## src/rtl/orv64_mul_iter_pkg.sv

```systemverilog
// rtl/orv64_mul_iter_pkg.sv - types, parameters and operand-mode decode for the iterative multiplier
// Purpose: shared definitions for orv64_mul_iter, its interface and its testbench.
// Ports:   none (package).
package orv64_mul_iter_pkg;

   localparam int ORV64_XLEN            = 64;
   localparam int ORV64_MUL_RADIX_BITS  = 4;
   localparam int ORV64_MUL_REUSE_EN    = 1;
   // Worst case: one BUSY cycle per radix digit, plus FIXUP and the DONE cycle.
   localparam int ORV64_N_CYCLE_INT_MUL = ORV64_XLEN / ORV64_MUL_RADIX_BITS + 2;

   typedef enum logic [2:0] {
      MUL_L    = 3'd0,
      MUL_H    = 3'd1,
      MUL_HSU  = 3'd2,
      MUL_HUU  = 3'd3,
      MUL_W    = 3'd4,
      MUL_NONE = 3'd5
   } orv64_mul_type_t;

   typedef enum logic [1:0] {
      S_IDLE  = 2'd0,
      S_BUSY  = 2'd1,
      S_FIXUP = 2'd2,
      S_DONE  = 2'd3
   } orv64_mul_iter_state_t;

   typedef struct packed {
      logic sign_a;
      logic sign_b;
      logic is_w;
   } mul_mode_t;

   // L, H and NONE all share the signed*signed mode, so they hit the same reuse entry.
   function automatic mul_mode_t decode_mul_type(input orv64_mul_type_t t);
      mul_mode_t m;
      m.sign_a = 1'b1;
      m.sign_b = 1'b1;
      m.is_w   = 1'b0;
      case (t)
         MUL_HSU: m.sign_b = 1'b0;
         MUL_HUU: begin
            m.sign_a = 1'b0;
            m.sign_b = 1'b0;
         end
         MUL_W: begin
            m.sign_a = 1'b0;
            m.sign_b = 1'b0;
            m.is_w   = 1'b1;
         end
         default: ;
      endcase
      return m;
   endfunction

endpackage

```

## src/rtl/orv64_mul_iter_if.sv

```systemverilog
// rtl/orv64_mul_iter_if.sv - request/response bundle between EX stage and the iterative multiplier
// Purpose: groups the multiplier handshake and operand/result buses.
// Ports:   master drives start_pulse, kill, mul_type, rs1, rs2; slave drives rdh, rdl, complete, busy.
interface orv64_mul_iter_if #(
   parameter int XLEN = 64
) ();
   import orv64_mul_iter_pkg::*;

   logic            start_pulse;
   logic            kill;
   orv64_mul_type_t mul_type;
   logic [XLEN-1:0] rs1;
   logic [XLEN-1:0] rs2;
   logic [XLEN-1:0] rdh;
   logic [XLEN-1:0] rdl;
   logic            complete;
   logic            busy;

   modport master (
      output start_pulse, kill, mul_type, rs1, rs2,
      input  rdh, rdl, complete, busy
   );

   modport slave (
      input  start_pulse, kill, mul_type, rs1, rs2,
      output rdh, rdl, complete, busy
   );

endinterface

```

## src/rtl/orv64_mul_iter_radix_step.sv

```systemverilog
// rtl/orv64_mul_iter_radix_step.sv - one radix digit times the multiplicand, shifted and accumulated
// Purpose: combinational acc_o = acc_i + ((digit_i * mag_a_i) << (cnt_i * RADIX_BITS)).
// Ports:   acc_i/acc_o 2*XLEN accumulator, mag_a_i XLEN multiplicand magnitude,
//          digit_i RADIX_BITS multiplier digit, cnt_i digit index.
module orv64_mul_iter_radix_step #(
   parameter int XLEN       = 64,
   parameter int RADIX_BITS = 4,
   parameter int CNT_W      = 4
) (
   input  logic [2*XLEN-1:0]     acc_i,
   input  logic [XLEN-1:0]       mag_a_i,
   input  logic [RADIX_BITS-1:0] digit_i,
   input  logic [CNT_W-1:0]      cnt_i,
   output logic [2*XLEN-1:0]     acc_o
);

   localparam int SH_W = $clog2(2*XLEN);

   logic [SH_W-1:0]   shamt;
   logic [2*XLEN-1:0] pp;

   always_comb begin
      shamt = SH_W'(cnt_i) * SH_W'(RADIX_BITS);
      pp    = (2*XLEN)'(digit_i) * (2*XLEN)'(mag_a_i);
      acc_o = acc_i + (pp << shamt);
   end

endmodule

```

## src/rtl/orv64_mul_iter.sv

```systemverilog
// rtl/orv64_mul_iter.sv - iterative radix-2^RADIX_BITS multiplier with early exit and operand reuse
// Purpose: EX-stage integer multiplier; magnitude multiply, sign fix-up, last-result reuse.
// Ports:   clk, rst (sync, active-high); mul_if (slave) carries start_pulse/kill/mul_type/rs1/rs2
//          in and rdh/rdl/complete/busy out.
module orv64_mul_iter
   import orv64_mul_iter_pkg::*;
#(
   parameter int XLEN       = ORV64_XLEN,
   parameter int RADIX_BITS = ORV64_MUL_RADIX_BITS,
   parameter int REUSE_EN   = ORV64_MUL_REUSE_EN
) (
   input  logic          clk,
   input  logic          rst,
   orv64_mul_iter_if.slave mul_if
);

   localparam int N_ITER   = XLEN / RADIX_BITS;
   localparam int N_ITER_W = 32 / RADIX_BITS;
   localparam int CNT_W    = (N_ITER > 1) ? $clog2(N_ITER) : 1;
   localparam int KEY_W    = 2*XLEN + 3;

   orv64_mul_iter_state_t state_q, state_d;
   logic [CNT_W-1:0]  cnt_q, cnt_d;
   logic [XLEN-1:0]   mag_a_q, mag_a_d, mplier_q, mplier_d;
   logic [XLEN-1:0]   rdh_q, rdh_d, rdl_q, rdl_d;
   logic [2*XLEN-1:0] acc_q, acc_d, acc_step, res;
   logic              neg_q, neg_d, w_q, w_d, reuse_vld_q, reuse_vld_d;
   logic [KEY_W-1:0]  op_key_q, op_key_d, reuse_key_q, reuse_key_d;

   mul_mode_t         req_mode;
   logic [XLEN-1:0]   req_a, req_b;
   logic              req_neg_a, req_neg_b;
   logic [KEY_W-1:0]  req_key;
   logic              start_ok, reuse_hit, iter_last;

   orv64_mul_iter_radix_step #(
      .XLEN       (XLEN),
      .RADIX_BITS (RADIX_BITS),
      .CNT_W      (CNT_W)
   ) u_step (
      .acc_i   (acc_q),
      .mag_a_i (mag_a_q),
      .digit_i (mplier_q[RADIX_BITS-1:0]),
      .cnt_i   (cnt_q),
      .acc_o   (acc_step)
   );

   // Request decode, reuse lookup, iteration exit and sign fix-up.
   always_comb begin
      req_mode  = decode_mul_type(mul_if.mul_type);
      req_a     = req_mode.is_w ? XLEN'(mul_if.rs1[31:0]) : mul_if.rs1;
      req_b     = req_mode.is_w ? XLEN'(mul_if.rs2[31:0]) : mul_if.rs2;
      req_neg_a = req_mode.sign_a & req_a[XLEN-1];
      req_neg_b = req_mode.sign_b & req_b[XLEN-1];
      req_key   = {mul_if.rs1, mul_if.rs2, req_mode.sign_a, req_mode.sign_b, req_mode.is_w};
      start_ok  = mul_if.start_pulse & ~mul_if.kill & ((state_q == S_IDLE) || (state_q == S_DONE));
      reuse_hit = (REUSE_EN != 0) & reuse_vld_q & (req_key == reuse_key_q);
      // Exit as soon as no multiplier bits remain after this digit.
      iter_last = ((mplier_q >> RADIX_BITS) == '0) ||
                  (cnt_q == (w_q ? CNT_W'(N_ITER_W-1) : CNT_W'(N_ITER-1)));
      res       = neg_q ? -acc_q : acc_q;
   end

   always_ff @(posedge clk) begin
      if (rst) begin
         state_q <= S_IDLE;
      end else begin
         state_q <= state_d;
      end
   end

   always_comb begin
      state_d = state_q;
      if (mul_if.kill) begin
         state_d = S_IDLE;
      end else begin
         case (state_q)
            S_IDLE, S_DONE: if (mul_if.start_pulse) state_d = reuse_hit ? S_DONE : S_BUSY;
            S_BUSY:         if (iter_last) state_d = S_FIXUP;
            S_FIXUP:        state_d = S_DONE;
            default:        state_d = S_IDLE;
         endcase
      end
   end

   always_comb begin
      mul_if.busy     = (state_q == S_BUSY) || (state_q == S_FIXUP);
      mul_if.complete = (state_q == S_DONE) & ~mul_if.start_pulse;
      mul_if.rdh      = rdh_q;
      mul_if.rdl      = rdl_q;
   end

   // rdh/rdl only change in FIXUP, so they always hold the reuse entry's result;
   // a reuse hit therefore just returns to DONE without touching them.
   always_comb begin
      cnt_d       = cnt_q;
      mag_a_d     = mag_a_q;
      mplier_d    = mplier_q;
      acc_d       = acc_q;
      neg_d       = neg_q;
      w_d         = w_q;
      op_key_d    = op_key_q;
      reuse_key_d = reuse_key_q;
      reuse_vld_d = reuse_vld_q;
      rdh_d       = rdh_q;
      rdl_d       = rdl_q;
      if (start_ok && !reuse_hit) begin
         cnt_d    = '0;
         acc_d    = '0;
         mag_a_d  = req_neg_a ? -req_a : req_a;
         mplier_d = req_neg_b ? -req_b : req_b;
         neg_d    = req_neg_a ^ req_neg_b;
         w_d      = req_mode.is_w;
         op_key_d = req_key;
      end else if ((state_q == S_BUSY) && !mul_if.kill) begin
         acc_d    = acc_step;
         mplier_d = mplier_q >> RADIX_BITS;
         cnt_d    = cnt_q + CNT_W'(1);
      end else if ((state_q == S_FIXUP) && !mul_if.kill) begin
         if (w_q) begin
            rdl_d = {{(XLEN-32){res[31]}}, res[31:0]};
            rdh_d = '0;
         end else begin
            rdl_d = res[XLEN-1:0];
            rdh_d = res[2*XLEN-1:XLEN];
         end
         reuse_key_d = op_key_q;
         reuse_vld_d = 1'b1;
      end
   end

   always_ff @(posedge clk) begin
      if (rst) begin
         cnt_q       <= '0;
         mag_a_q     <= '0;
         mplier_q    <= '0;
         acc_q       <= '0;
         neg_q       <= 1'b0;
         w_q         <= 1'b0;
         op_key_q    <= '0;
         reuse_key_q <= '0;
         reuse_vld_q <= 1'b0;
         rdh_q       <= '0;
         rdl_q       <= '0;
      end else begin
         cnt_q       <= cnt_d;
         mag_a_q     <= mag_a_d;
         mplier_q    <= mplier_d;
         acc_q       <= acc_d;
         neg_q       <= neg_d;
         w_q         <= w_d;
         op_key_q    <= op_key_d;
         reuse_key_q <= reuse_key_d;
         reuse_vld_q <= reuse_vld_d;
         rdh_q       <= rdh_d;
         rdl_q       <= rdl_d;
      end
   end

   start_while_busy_a: assert property (@(posedge clk) disable iff (rst)
      !(mul_if.start_pulse && mul_if.busy));

endmodule

```

## src/flat_wrapper.sv

```systemverilog
// flat-port wrapper written by rule: the top's interface ports become plain ports
module orv64_mul_iter_flat import orv64_mul_iter_pkg::*;
#(
   parameter int XLEN       = ORV64_XLEN,
   parameter int RADIX_BITS = ORV64_MUL_RADIX_BITS,
   parameter int REUSE_EN   = ORV64_MUL_REUSE_EN
)
  (clk, rst, mul_if_start_pulse, mul_if_kill, mul_if_mul_type, mul_if_rs1, mul_if_rs2, mul_if_rdh, mul_if_rdl, mul_if_complete, mul_if_busy);
  orv64_mul_iter_if #(.XLEN(XLEN)) mul_if_i ();
  input  logic clk;
  input  logic rst;
  input wire logic [$bits(mul_if_i.start_pulse)-1:0] mul_if_start_pulse;
  input wire logic [$bits(mul_if_i.kill)-1:0] mul_if_kill;
  input wire logic [$bits(mul_if_i.mul_type)-1:0] mul_if_mul_type;
  input wire logic [$bits(mul_if_i.rs1)-1:0] mul_if_rs1;
  input wire logic [$bits(mul_if_i.rs2)-1:0] mul_if_rs2;
  output wire logic [$bits(mul_if_i.rdh)-1:0] mul_if_rdh;
  output wire logic [$bits(mul_if_i.rdl)-1:0] mul_if_rdl;
  output wire logic [$bits(mul_if_i.complete)-1:0] mul_if_complete;
  output wire logic [$bits(mul_if_i.busy)-1:0] mul_if_busy;
  assign mul_if_i.start_pulse = mul_if_start_pulse;
  assign mul_if_i.kill = mul_if_kill;
  assign mul_if_i.mul_type = mul_if_mul_type;
  assign mul_if_i.rs1 = mul_if_rs1;
  assign mul_if_i.rs2 = mul_if_rs2;
  assign mul_if_rdh = mul_if_i.rdh;
  assign mul_if_rdl = mul_if_i.rdl;
  assign mul_if_complete = mul_if_i.complete;
  assign mul_if_busy = mul_if_i.busy;
  orv64_mul_iter #(.XLEN(XLEN), .RADIX_BITS(RADIX_BITS), .REUSE_EN(REUSE_EN)) u_core (.clk(clk), .rst(rst), .mul_if(mul_if_i));
endmodule
```

## config.mk

```make
export PLATFORM = sky130hd
export DESIGN_NAME = orv64_mul_iter_flat
export DESIGN_NICKNAME = d
export VERILOG_FILES = /design/src/rtl/orv64_mul_iter_pkg.sv /design/src/rtl/orv64_mul_iter_if.sv /design/src/rtl/orv64_mul_iter_radix_step.sv /design/src/rtl/orv64_mul_iter.sv /design/src/flat_wrapper.sv
export SDC_FILE = /design/constraint.sdc
export NUM_CORES = 2
export LEC_CHECK = 0
export ABC_AREA = 1
export BUFFER_PORTS_ARGS = -buffer_cell sky130_fd_sc_hd__buf_2
export CORE_AREA = 2 2 454 456
export DETAILED_ROUTE_END_ITERATION = 10
export DIE_AREA = 0 0 456 458
export PLACE_DENSITY = 0.57
export RECOVER_POWER = 100
export SYNTH_ARGS = -nofsm -noshare
export SYNTH_HDL_FRONTEND = slang
export SYNTH_HIERARCHICAL = 1
export SYNTH_SLANG_ARGS = --single-unit
```

## constraint.sdc

```tcl
create_clock -name clk -period 16.8 [get_ports clk]
set_input_delay 3.36 -clock clk [delete_from_list [all_inputs] [get_ports clk]]
set_output_delay 3.36 -clock clk [all_outputs]
set_load 0.05 [all_outputs]
```

After elaboration in Yosys (flattened, before gate mapping)
Cells that the tools add are included.
{"block": "totals", "regBits": 655, "latchBits": 0, "ram_bits": 0, "rom_bits": 0, "input_bits": 135, "out_inout_bits": 130, "word_cells": 75, "n_memories": 0}
{"block": "classes", "addsub": 5, "mul": 1, "div": 0, "magnitude_cmp": 0, "eq_ne": 10, "shift": 1, "muxes": 17, "bitwise": 11, "reduce_logical": 18}
{"cell": "64-bit two-way mux", "n": 8}
{"cell": "131-bit equality test", "n": 1}
{"cell": "128-bit adder", "n": 1}
{"cell": "128-bit two-way mux", "n": 1}
{"cell": "128-bit negator", "n": 1}
{"cell": "64-bit negator", "n": 2}
{"cell": "68-bit by 6-bit left shift with 128-bit output", "n": 1}
{"cell": "4-bit by 64-bit multiplier with 68-bit output", "n": 1}
{"cell": "64-bit zero test", "n": 1}
{"cell": "2-bit OR reduction", "n": 4}
{"cell": "1-bit AND", "n": 6}
{"cell": "3-bit by 2-bit equality test with 1-bit output, second input constant", "n": 2}
{"cell": "2-bit two-way mux", "n": 3}
{"cell": "2-bit one-hot mux with 3 select lines", "n": 1}
{"cell": "4-bit by 1-bit adder with 4-bit output, second input constant", "n": 1}
{"cell": "2-bit equality test, second input constant", "n": 2}
{"cell": "4-bit equality test", "n": 1}
{"cell": "4-bit two-way mux", "n": 1}
{"cell": "1-bit inverter", "n": 4}
{"cell": "3-bit equality test, second input constant", "n": 1}
{"cell": "1-bit logical AND", "n": 3}
{"cell": "1-bit logical OR", "n": 3}
{"cell": "1-bit two-way mux", "n": 3}
{"cell": "3-bit AND reduction", "n": 1}
{"cell": "other kinds (9)", "n": 10}

Depth between registers and ports, before layout
{"block": "logic_depth", "word_depth": 9, "mapped_depth": 45, "ltp_nobuf": 43}

Modules after synthesis
The synthesis kept the hierarchy.
{"module": "orv64_mul_iter", "n_inst": 1, "cells_per_inst": 6019, "area_each_um2": 36678.9}
{"module": "orv64_mul_iter_radix_step", "n_inst": 1, "cells_per_inst": 4579, "area_each_um2": 24140.7}

Least setup slack after synthesis
No wires, ideal clock.
{"block": "synth_path", "kind": "input to output", "start": "input mul_if_start_pulse", "end": "output mul_if_complete", "arrival_time_ns": 4.014, "slack_ns": 9.426, "stages": 1, "n_path_buf": 0, "cell_sequence": "nor2_1"}
{"block": "synth_via", "elab_chain_len": 2}
{"item": "start: declaration", "line": "flat_wrapper.sv:12", "text": "input wire logic [$bits(mul_if_i.start_pulse)-1:0] mul_if_start_pulse;"}
{"item": "1-bit inverter", "line": "orv64_mul_iter.sv:88", "text": "mul_if.complete = (state_q == S_DONE) & ~mul_if.start_pulse;"}
{"item": "1-bit AND", "line": "orv64_mul_iter.sv:88"}
{"item": "end: declaration", "line": "flat_wrapper.sv:19", "text": "output wire logic [$bits(mul_if_i.complete)-1:0] mul_if_complete;"}
Every way passes these cells.

==> impl_metrics.csv <==
group,metric,value,unit
clocking,cts_buffers,83,
pwr,power,4.96,mW
setup_path,crit_top_cell,"clkbuf_1",
finish,nets,11100,
setup_path,slowest_delay,2.29,ns
sta,fin_crit,11.54,ns
detailed_routing,viasPerCell,4.99,
finish,fillCellCount,23500,
finish,fin_util,32.9,%
synthesis,synth-edff-count,0,
pwr,cell_internal_pwr,3.11,mW
detailed_routing,via_count,66700,
synthesis,syn_area,60800,um^2
setup_path,slowest_stage,"clkbuf_1",
sta,hold_viol_final,0,
finish,post-route-cell-area,67000,um^2
detailed_routing,drtAntennaViolNets,0,
run_status,status,"finished, violations left",
synthesis,synth-seq-cells,653,
pwr,p_clk_share,39.0,%
clocking,cts_tree,"yes",
clocking,cts_sinks,653,
clocking,path_clk_slew,0.06,ns
min_path,hp-class,"register to register",
sta,slew_violations,659,
synthesis,post-synth-top-count-cell,"nand2_1",
placement,postPlaceCellArea,64200,um^2
sta,fmax,86.6,MHz
sta,relSlewSlack,-147,%
placement,io_buffers,264,
setup_path,r2r-start,"u_core/mplier_q[3]",
die,ioPinCount,265,
global_route,grt_pass1_wl,382,mm
pwr,ir_worst_vdd,78.7,uV
detailed_routing,dr.pass1.iters,8,
global_route,grt_pass1_vias,62300,
pwr,p_comb_share,26.3,%
die,core_area,204000,um^2
clocking,ctsHtreeMaxLevel,3,
detailed_routing,drc_errors,0,
setup_path,worstSetupStartpointType,"input pin",
synthesis,netlist_top_cells_area,"dfxtp_1 21%, nand2_1 17%, inv_1 10%",
clocking,clockBufferDepth,3,
min_path,min_from,"u_core/reuse_vld_q",
finish,area_delta_synth_final,10.1,%
sta,rsz0062_at_grt,"no",
synthesis,synth_nets,11100,
detailed_routing,drt_wl_total,255,mm
pwr,sw_frac_of_total,37.2,%
synthesis,synth.top_cell.area_share,21.5,%
sta,tightest_slew,3.71,ns
sta,clock_skew,0.0442,ns
clocking,cts_setup_buffers,0,
run,maxCapViolations,11,
die,start_util,29.8,%
die,std_cell_rows,166,
sta,finalCritPeriodShare,68.7,%
placement,dp_hpwl,205,mm
finish,layoutNonFillerInstCount,13400,
synthesis,synthDistinctLibCells,59,
setup_path,startpoint,"rst",
sta,setup_viol,0,
die,fp.dieH,458,um
pwr,power_density,74.1,nW/um^2
synthesis,synth_top_cell_by_area,"dfxtp_1",
placement,place_inst,13200,
global_route,antenna_found_initial,15,
synthesis,syn_avg_cell_area,5.74,um^2
min_path,hold_depth,2,
synthesis,yosys_warnings,6,
synthesis,yosysSeqAreaShare,21.5,%
global_route,grt_max_degree,244,
clocking,ctsResizeCount,0,
pwr,power_frac_seq,34.7,%
setup_path,crit_required,17.45,ns
setup_path,crit_type,"input pin to register",
setup_path,cp.arrival,12.19,ns
synthesis,synth.top_cells.by_count,"2829 x nand2_1, 1664 x inv_1, 1630 x nor2_1",
synthesis,async_reset_ff_share,0,%
setup_path,endpoint_kind,"register",
placement,gp_congestion,1.05,
finish,final_layout_size_suffix_gt1_share,4.19,%
sta,fin_tns_setup,0,ns
global_route,overflow,0,
setup_path,crit_chain,"clkbuf_1 > clkinvlp_2 > clkbuf_1 > clkbuf_1 > buf_4 > nand2_1 > nor2_1",
setup_path,reg2reg_depth,33,
die,dieArea,209000,um^2
pwr,p_sw,1.85,mW
synthesis,syn_inst,10600,
global_route,grtUsageTotal,23.6,%
pwr,p_leak,33.9,nW
synthesis,synthFlopType,"dfxtp_1",
setup_path,worstPathMaxFanout,91,
clocking,holdBufCountCts,0,
detailed_routing,routedWlPerCell,19.1,um
detailed_routing,first_iter_violations,6779,
clocking,clk_latency,0.75,ns
clocking,root_buffer,"clkbuf_16",
die,die_x,456,um
run_status,violations,"capacitance limit, slew limit",
-- state kept, by name, indices dropped and copies added, names as in the netlist --
| name | cells |
|---|---|
| u_core/mag_a_q | 64 |
| u_core/reuse_vld_q | 1 |
| u_core/mul_if.rdl | 64 |
| u_core/mul_if.rdh | 64 |
| u_core/neg_q | 1 |
| u_core/state_q | 2 |
| u_core/mplier_q | 64 |
| u_core/cnt_q | 4 |
| u_core/acc_q | 128 |
| u_core/reuse_key_q | 131 |
| u_core/op_key_q | 130 |
-- layout by cell type (no fill, tap or decap), types with 24 or more instances in the layout --
cell type  instances
buf_2            132
clkbuf_1         146
a31oi_1           33
a211oi_1         113
fa_1             125
buf_4             39
ha_1             206
a21o_1            32
nor2_1          1628
inv_1           1661
nand2_1         2829
xnor2_1           94
nand4_1          178
nand2_2           24
nor3_1            78
o21bai_1          28
dfxtp_1          644
xor2_1           218
o21ai_0          609
a21oi_1          620
clkbuf_16         85
nand3_1          822
-- worst paths after layout --
kind,slack (ns),to
setup / recovery,5.26,u_core/mul_if.rdh[4]
hold reg to reg,0.45,u_core/reuse_vld_q
hold / removal,0.45,u_core/reuse_vld_q
setup reg to reg,8.20,u_core/acc_q[100]
-- metal layers --
layer,up-vias,track usage (%),wire length [um]
li1,33400,-,-
met1,30400,31.3,112000
met2,2414,37.6,111000
met3,439,4.39,20300
met4,20,9.43,10900
met5,-,0.666,288
-- logic make-up (layout without fill, tap and decap cells) --
logic type | after synthesis | after routing | share of synthesized area [%]
AOI/OAI and AO/OA | 1545 | 1545 | 14.0
muxes | 2 | 2 | 0.0329
xor gates and xnor gates | 312 | 312 | 4.49
other | 0 | 5 | 0
buffers and inverters | 2088 | 2152 | 13.3
and+or+nand+nor | 5667 | 5667 | 38.3
adders and majority gates | 331 | 331 | 8.35
DFF | 653 | 653 | 21.5
-- power by group through the flow --
stage               Sequential (mW)  Combinational, mW  Clock, mW
floorplan                      1.75              0.805          0
global placement               1.75               1.26          0
detailed placement             1.75               1.26          0
CTS                            1.72               1.27       1.98
global route                   1.73               1.42       2.04
finish                         1.72               1.31       1.93
-- through the flow --
step                hold WS [ns]  setup WS (ns)
global route               0.465           4.45
floorplan                  0.427           9.43
detailed placement         0.439           8.74
finish                     0.452           5.26
CTS                        0.449           8.69
global placement           0.434           8.66
-- critical path, delay by kind of cell --
family        cells  cell delay (ns)
buf+inv           5             8.22
simple gates      2             0.34
-- cell type report --
class	instances	area (um^2)	share of cell area [%]
Clock inverter	44	604	0.903
Timing Repair Buffer	311	1510	2.26
Tap cell	2688	3360	5.02
Sequential cell	653	13100	19.5
Clock buffer	108	2360	3.53
Inverter	1689	6350	9.48
Multi-Input combinational cell	7857	39700	59.2
Antenna cell	5	12.5	0.0187
(Power assumes the default switching activity.)
